===== config.mk =====
export PLATFORM = sky130hd
export DESIGN_NAME = ps2_key_decoder_flat
export DESIGN_NICKNAME = d
export VERILOG_FILES = /design/src/rtl/ps2_key_decoder_if.sv /design/src/rtl/ps2_key_decoder.sv /design/src/flat_wrapper.sv
export SDC_FILE = /design/constraint.sdc
export NUM_CORES = 1
export LEC_CHECK = 0
export CORE_UTILIZATION = 57
export DETAILED_ROUTE_END_ITERATION = 8
export DONT_BUFFER_PORTS = 1
export HOLD_SLACK_MARGIN = 0.08
export PLACE_DENSITY = 0.74
export SLEW_MARGIN = 0
export SYNTH_ARGS = -nofsm -noshare
export SYNTH_HDL_FRONTEND = slang
export SYNTH_SLANG_ARGS = --single-unit

===== constraint.sdc =====
create_clock -name CLOCK_50 -period 1.9 [get_ports CLOCK_50]
set_input_delay 0.38 -clock CLOCK_50 [delete_from_list [all_inputs] [get_ports CLOCK_50]]
set_output_delay 0.38 -clock CLOCK_50 [all_outputs]
set_load 0.1 [all_outputs]

===== src/rtl/ps2_key_decoder_if.sv =====
// ps2_key_decoder_if
// Groups the byte stream coming from the PS/2 receiver together with the
// decoded game-control outputs that go to the paddle/ball controller.
//   scan_code   [7:0]  byte from the PS/2 receiver, valid while scan_ready=1
//   scan_ready         one-cycle strobe per received byte
//   p1_up/p1_down      resolved player-1 paddle direction levels
//   p2_up/p2_down      resolved player-2 paddle direction levels
//   start_pulse        one-cycle pulse on a fresh start-key press
//   key_event          one-cycle pulse per decoded non-prefix code
//   last_code   [7:0]  final byte of the last decoded code
//   last_break         last decoded code was a release
//   last_ext           last decoded code carried the E0 prefix
// master: byte source / control consumer side; slave: the decoder.
interface ps2_key_decoder_if;
    logic [7:0] scan_code;
    logic       scan_ready;
    logic       p1_up;
    logic       p1_down;
    logic       p2_up;
    logic       p2_down;
    logic       start_pulse;
    logic       key_event;
    logic [7:0] last_code;
    logic       last_break;
    logic       last_ext;

    modport master (
        output scan_code, scan_ready,
        input  p1_up, p1_down, p2_up, p2_down,
        input  start_pulse, key_event, last_code, last_break, last_ext
    );

    modport slave (
        input  scan_code, scan_ready,
        output p1_up, p1_down, p2_up, p2_down,
        output start_pulse, key_event, last_code, last_break, last_ext
    );
endinterface


===== src/rtl/ps2_key_decoder.sv =====
// ps2_key_decoder
// Parses the PS/2 set-2 scan-code stream (E0 extended, F0 break, E1 pause)
// into held state for the four paddle keys plus the start key, and drives
// paddle direction levels and a one-shot start pulse.
// Ports:
//   CLOCK_50   system clock, all state on the rising edge
//   reset      asynchronous active-high reset, clears all state
//   bus        ps2_key_decoder_if.slave (byte stream in, controls out)
// Optional feature: define PS2_DEC_TIMEOUT_EN to drop a pending prefix after
// TIMEOUT_CYCLES idle cycles. Without it the prefix states wait forever.
//
// state   | meaning
// IDLE    | no prefix pending
// EXT     | E0 seen
// BRK     | F0 seen
// EXT_BRK | E0 F0 seen
// PAUSE   | E1 seen, skipping the rest of the pause sequence
module ps2_key_decoder #(
    parameter logic [7:0] KEY_P1_UP = 8'h1D,
    parameter logic [7:0] KEY_P1_DN = 8'h1B,
    parameter logic [7:0] KEY_P2_UP = 8'h75,
    parameter logic [7:0] KEY_P2_DN = 8'h72,
`ifdef PS2_DEC_TIMEOUT_EN
    parameter logic [7:0] KEY_START = 8'h29,
    parameter int unsigned TIMEOUT_CYCLES = 2500000
`else
    parameter logic [7:0] KEY_START = 8'h29
`endif
) (
    input  logic               CLOCK_50,
    input  logic               reset,
    ps2_key_decoder_if.slave   bus
);

    localparam logic [2:0] IDLE    = 3'd0;
    localparam logic [2:0] EXT     = 3'd1;
    localparam logic [2:0] BRK     = 3'd2;
    localparam logic [2:0] EXT_BRK = 3'd3;
    localparam logic [2:0] PAUSE   = 3'd4;

    // E1 14 77 E1 F0 14 F0 77: seven bytes follow the leading E1
    localparam logic [2:0] PAUSE_TAIL = 3'd7;

    logic [2:0] r_state;
    logic [2:0] w_state_nxt;
    logic [2:0] r_skip;
    logic [2:0] w_skip_nxt;

    logic       w_ctrl;
    logic       w_dec;
    logic       w_dec_brk;
    logic       w_dec_ext;
    logic       w_timeout;

    logic       r_h1u, r_h1d, r_h2u, r_h2d, r_hst;
    logic       r_start_pulse;
    logic       r_key_event;
    logic [7:0] r_last_code;
    logic       r_last_break;
    logic       r_last_ext;

    // Keyboard housekeeping bytes never start or complete a key code
    always_comb begin
        w_ctrl = 1'b0;
        case (bus.scan_code)
            8'h00, 8'hFF, 8'hAA, 8'hFA, 8'hFE: w_ctrl = 1'b1;
            default:                           w_ctrl = 1'b0;
        endcase
    end

`ifdef PS2_DEC_TIMEOUT_EN
    localparam logic [21:0] TIMEOUT_LAST = 22'(TIMEOUT_CYCLES - 1);

    logic [21:0] r_idle_cnt;

    assign w_timeout = (r_state != IDLE) && !bus.scan_ready &&
                       (r_idle_cnt == TIMEOUT_LAST);

    always_ff @(posedge CLOCK_50 or posedge reset) begin
        if (reset) begin
            r_idle_cnt <= '0;
        end else if (bus.scan_ready || (r_state == IDLE) || w_timeout) begin
            r_idle_cnt <= '0;
        end else begin
            r_idle_cnt <= r_idle_cnt + 22'd1;
        end
    end
`else
    assign w_timeout = 1'b0;
`endif

    always_comb begin
        w_state_nxt = r_state;
        w_skip_nxt  = r_skip;
        w_dec       = 1'b0;
        w_dec_brk   = 1'b0;
        w_dec_ext   = 1'b0;
        if (bus.scan_ready) begin
            if (r_state == PAUSE) begin
                // Control bytes are part of the pause byte count here
                w_skip_nxt = r_skip - 3'd1;
                if (r_skip <= 3'd1) begin
                    w_skip_nxt  = 3'd0;
                    w_state_nxt = IDLE;
                end
            end else if (w_ctrl) begin
                w_state_nxt = IDLE;
            end else begin
                case (r_state)
                    IDLE: begin
                        if (bus.scan_code == 8'hE0) begin
                            w_state_nxt = EXT;
                        end else if (bus.scan_code == 8'hF0) begin
                            w_state_nxt = BRK;
                        end else if (bus.scan_code == 8'hE1) begin
                            w_state_nxt = PAUSE;
                            w_skip_nxt  = PAUSE_TAIL;
                        end else begin
                            w_dec = 1'b1;
                        end
                    end
                    EXT: begin
                        if (bus.scan_code == 8'hF0) begin
                            w_state_nxt = EXT_BRK;
                        end else if (bus.scan_code != 8'hE0) begin
                            w_dec       = 1'b1;
                            w_dec_ext   = 1'b1;
                            w_state_nxt = IDLE;
                        end
                    end
                    BRK: begin
                        w_dec       = 1'b1;
                        w_dec_brk   = 1'b1;
                        w_state_nxt = IDLE;
                    end
                    EXT_BRK: begin
                        w_dec       = 1'b1;
                        w_dec_brk   = 1'b1;
                        w_dec_ext   = 1'b1;
                        w_state_nxt = IDLE;
                    end
                    default: w_state_nxt = IDLE;
                endcase
            end
        end else if (w_timeout) begin
            w_state_nxt = IDLE;
            w_skip_nxt  = 3'd0;
        end
    end

    always_ff @(posedge CLOCK_50 or posedge reset) begin
        if (reset) begin
            r_state <= IDLE;
            r_skip  <= 3'd0;
        end else begin
            r_state <= w_state_nxt;
            r_skip  <= w_skip_nxt;
        end
    end

    always_ff @(posedge CLOCK_50 or posedge reset) begin
        if (reset) begin
            r_h1u         <= 1'b0;
            r_h1d         <= 1'b0;
            r_h2u         <= 1'b0;
            r_h2d         <= 1'b0;
            r_hst         <= 1'b0;
            r_start_pulse <= 1'b0;
            r_key_event   <= 1'b0;
            r_last_code   <= 8'h00;
            r_last_break  <= 1'b0;
            r_last_ext    <= 1'b0;
        end else begin
            r_key_event   <= w_dec;
            r_start_pulse <= 1'b0;
            if (w_dec) begin
                r_last_code  <= bus.scan_code;
                r_last_break <= w_dec_brk;
                r_last_ext   <= w_dec_ext;
                if (bus.scan_code == KEY_P1_UP && !w_dec_ext) r_h1u <= !w_dec_brk;
                if (bus.scan_code == KEY_P1_DN && !w_dec_ext) r_h1d <= !w_dec_brk;
                if (bus.scan_code == KEY_P2_UP &&  w_dec_ext) r_h2u <= !w_dec_brk;
                if (bus.scan_code == KEY_P2_DN &&  w_dec_ext) r_h2d <= !w_dec_brk;
                if (bus.scan_code == KEY_START && !w_dec_ext) begin
                    r_hst <= !w_dec_brk;
                    // typematic repeats arrive with hst already set
                    r_start_pulse <= !w_dec_brk && !r_hst;
                end
            end
        end
    end

    // Opposing keys held together cancel out
    assign bus.p1_up       = r_h1u & ~r_h1d;
    assign bus.p1_down     = r_h1d & ~r_h1u;
    assign bus.p2_up       = r_h2u & ~r_h2d;
    assign bus.p2_down     = r_h2d & ~r_h2u;
    assign bus.start_pulse = r_start_pulse;
    assign bus.key_event   = r_key_event;
    assign bus.last_code   = r_last_code;
    assign bus.last_break  = r_last_break;
    assign bus.last_ext    = r_last_ext;

endmodule


===== src/flat_wrapper.sv =====
// flat-port wrapper written by rule: the top's interface ports become plain ports
module ps2_key_decoder_flat 
#(
    parameter logic [7:0] KEY_P1_UP = 8'h1D,
    parameter logic [7:0] KEY_P1_DN = 8'h1B,
    parameter logic [7:0] KEY_P2_UP = 8'h75,
    parameter logic [7:0] KEY_P2_DN = 8'h72,

    parameter logic [7:0] KEY_START = 8'h29

)
  (CLOCK_50, reset, bus_scan_code, bus_scan_ready, bus_p1_up, bus_p1_down, bus_p2_up, bus_p2_down, bus_start_pulse, bus_key_event, bus_last_code, bus_last_break, bus_last_ext);
  ps2_key_decoder_if bus_i ();
  input  logic CLOCK_50;
  input  logic reset;
  input wire logic [$bits(bus_i.scan_code)-1:0] bus_scan_code;
  input wire logic [$bits(bus_i.scan_ready)-1:0] bus_scan_ready;
  output wire logic [$bits(bus_i.p1_up)-1:0] bus_p1_up;
  output wire logic [$bits(bus_i.p1_down)-1:0] bus_p1_down;
  output wire logic [$bits(bus_i.p2_up)-1:0] bus_p2_up;
  output wire logic [$bits(bus_i.p2_down)-1:0] bus_p2_down;
  output wire logic [$bits(bus_i.start_pulse)-1:0] bus_start_pulse;
  output wire logic [$bits(bus_i.key_event)-1:0] bus_key_event;
  output wire logic [$bits(bus_i.last_code)-1:0] bus_last_code;
  output wire logic [$bits(bus_i.last_break)-1:0] bus_last_break;
  output wire logic [$bits(bus_i.last_ext)-1:0] bus_last_ext;
  assign bus_i.scan_code = bus_scan_code;
  assign bus_i.scan_ready = bus_scan_ready;
  assign bus_p1_up = bus_i.p1_up;
  assign bus_p1_down = bus_i.p1_down;
  assign bus_p2_up = bus_i.p2_up;
  assign bus_p2_down = bus_i.p2_down;
  assign bus_start_pulse = bus_i.start_pulse;
  assign bus_key_event = bus_i.key_event;
  assign bus_last_code = bus_i.last_code;
  assign bus_last_break = bus_i.last_break;
  assign bus_last_ext = bus_i.last_ext;
  ps2_key_decoder #(.KEY_P1_UP(KEY_P1_UP), .KEY_P1_DN(KEY_P1_DN), .KEY_P2_UP(KEY_P2_UP), .KEY_P2_DN(KEY_P2_DN), .KEY_START(KEY_START)) u_core (.CLOCK_50(CLOCK_50), .reset(reset), .bus(bus_i));
endmodule

==> flow_metrics.tcl <==
set metrics [dict create \
    core_area_um2 2002 \
    path_delay_family "simple AND/OR/NAND/NOR gates" \
    finalHoldViolations 0 \
    post_dp_cell_area_um2 1391 \
    wl_per_cell_um 15.54 \
    setup_viol 0 \
    synthTopCellsByArea "dfrtp_1, mux2_4, mux2_2" \
    dieArea_um2 2368 \
    die_w_um 48.67 \
    worstPathMaxFanout 6 \
    grt_pass1_wl_um 4146 \
    synth_top_cell_by_area "dfrtp_1" \
    ys.flop_type "dfrtp_1" \
    synth_top_area_share_pct 46.37 \
    grt_pass1_vias 886 \
    irDropWorstVdd_uv 905.7 \
    ys_seq_area_share_pct 46.37 \
    cpMaxStageDelayCell "or4b_1" \
    synth_edf_count 0 \
    drc 0 \
    num_antenna_cells 0 \
    rows 16 \
    crit_path_start_kind "flip-flop" \
    design_area_um2 1460 \
    nets 148 \
    ys_types 40 \
    largest_reg_flops 8 \
    fmax_ghz 0.5426 \
    critPathKind "flip-flop to flip-flop" \
    ys_ff_latch 23 \
    max_slew.worst_pin.slew_ns 0.9340 \
    avgViaCountPerCell 5.925 \
    drive_above_1_share_pct 32.09 \
    syn_nets 127 \
    ant_nets 0 \
    vias 954 \
    synthMostInstantiatedCell "dfrtp_1" \
    clock_skew_ns 0.009462 \
    syn_area_um2 1241 \
    fin_util_pct 72.94 \
    p_per_area_nw_per_um2 1079 \
    start_util_pct 62.00 \
    syn_avg_cell_area_um2 10.89 \
    path_buf_inv 1 \
    stdcell_count 161 \
    ioPinCount 27 \
    critPathArrivalTime_ns 2.06 \
    clkTransAtPathRegs_ns 0.12 \
    placedCellCount 155 \
    cts_tree "built" \
    syn_to_final_growth_pct 17.64 \
    finalMaxSlewViolations 0 \
    place.gp.congestion 0.8128 \
    grt-ovfl-total 0 \
    dpl.hpwl_um 1832 \
    grt_max_degree 24 \
    relSlewSlack_pct 37.74 \
    cts_max_path_buffers 2 \
    grtUsageTotal_pct 23.06 \
    cp.required_ns 2.11 \
    yosys-top-cells-count "dfrtp_1, inv_1, nor2_1" \
    worstPathCellList "buf_4 -> or4b_1 -> and4b_1 -> nand3_1 -> mux2_2" \
    antenna_found_initial 0 \
    routed_wl_um 2502 \
    rsz0062_at_grt "false" \
    clock_sink_count 23 \
    cts-root-buf "clkbuf_4" \
    ys_warn_count 0 \
    period_needed_ns 1.843 \
    crit_path_max_incr_delay_ns 0.53 \
    drt-initial-drc-count 29 \
    io_buffers 0 \
    insertion_delay_ns 0.31 \
    cts_max_level 1 \
    async_reset_ff_share_pct 100.0 \
    fin_crit_sh_pct 97.00 \
    synth_cells 114 \
    maxCapViolations 0 \
    cts_buffers 3 \
    power.leakage_nw 0.6788 \
    hold_class "input port to flip-flop" \
    dr.pass1.iters 4 \
    status "finished clean" \
    die_h_um 48.67 \
    critPathCaptureType "flip-flop" \
]
==> power by group <==
group | total [mW] | switching (mW) | internal, mW
registers | 0.946 | 0.375 | 0.571
logic | 0.412 | 0.214 | 0.198
clock network | 0.218 | 0.139 | 0.0787
total | 1.58 | 0.728 | 0.847
==> layout make-up <==
type / instances / area (µm²)
clock buffer: 3 / 22.52
clock inverter: 1 / 5.005
fill: 141 / 541.8
inverter: 10 / 37.54
multi-input combinational: 76 / 613.1
sequential: 23 / 575.6
tap: 27 / 33.78
timing repair buffer: 21 / 172.7
==> routing by layer <==
| metal | track usage [%] | up-vias | wire (µm) |
|---|---|---|---|
| li1 | - | 450 | - |
| met1 | 31.01 | 471 | 1105 |
| met2 | 36.81 | 33 | 1229 |
| met3 | 7.547 | 0 | 167 |
| met4 | 3.922 | 0 | 0 |
| met5 | 0 | - | 0 |
==> placed cells by master, fill, tap and decap left out, types with 3 or more instances in the layout <==
master    instances
nand2_1           5
o21a_1            3
buf_4            19
dfrtp_1          23
nand3_1           4
o21ai_0           3
mux2_4            7
mux2i_1           3
mux2_2            4
inv_1            10
clkbuf_4          3
nor2_1            8
==> logic make-up (layout without fill, tap and decap cells) <==
logic type                 after synthesis  after routing  synth area share [%]
buffers and inverters                   15             35                 5.948
xor gates and xnor gates                 1              1                0.7058
and+or+nand+nor                         40             40                 18.75
DFF                                     23             23                 46.37
muxes                                   14             14                 14.52
adders and majority gates                2              2                 2.016
AOI/OAI and AO/OA                       19             19                 11.69
==> through the flow <==
stage | worst slack, ns | hold slack (ns) | total power, mW | setup TNS [ns]
after floorplan | -0.1893 | 0.3819 | 1.267 | -0.3787
final | 0.05703 | 0.1482 | 1.576 | 0
after global routing | 0.0005322 | 0.1225 | 1.649 | 0
after CTS | 0.04569 | 0.1388 | 1.576 | 0
after detailed placement | -0.3400 | 0.3268 | 1.347 | -2.642
after global placement | -0.3005 | 0.3211 | 1.329 | -2.221
==> timing repair <==
item	CTS	global route
resized for setup	1	0
hold buffers	1	0
pin swaps	1	1
hold endpoints to repair	23	0
buffers inserted	0	1
endpoints found under the setup margin	10	2
==> path summary, 6_finish.rpt <==
kind,start,to,slack (ns),cells past startpoint
worst max-delay path,u_core.r_state[0]$_DFFE_PP0P_,u_core.r_hst$_DFFE_PP0P_,0.06,5
worst min-delay path,bus_scan_ready,u_core.r_state[1]$_DFFE_PP0P_,0.15,1
worst max register to register,u_core.r_state[0]$_DFFE_PP0P_,u_core.r_hst$_DFFE_PP0P_,0.06,5
worst min register to register,u_core.r_hst$_DFFE_PP0P_,u_core.bus.start_pulse$_DFF_PP0_,0.45,1
max in group asynchronous,reset,u_core.r_h1u$_DFFE_PP0P_,1.14,3
min in group asynchronous,reset,u_core.bus.start_pulse$_DFF_PP0_,0.53,3
(Power assumes the default switching activity.)
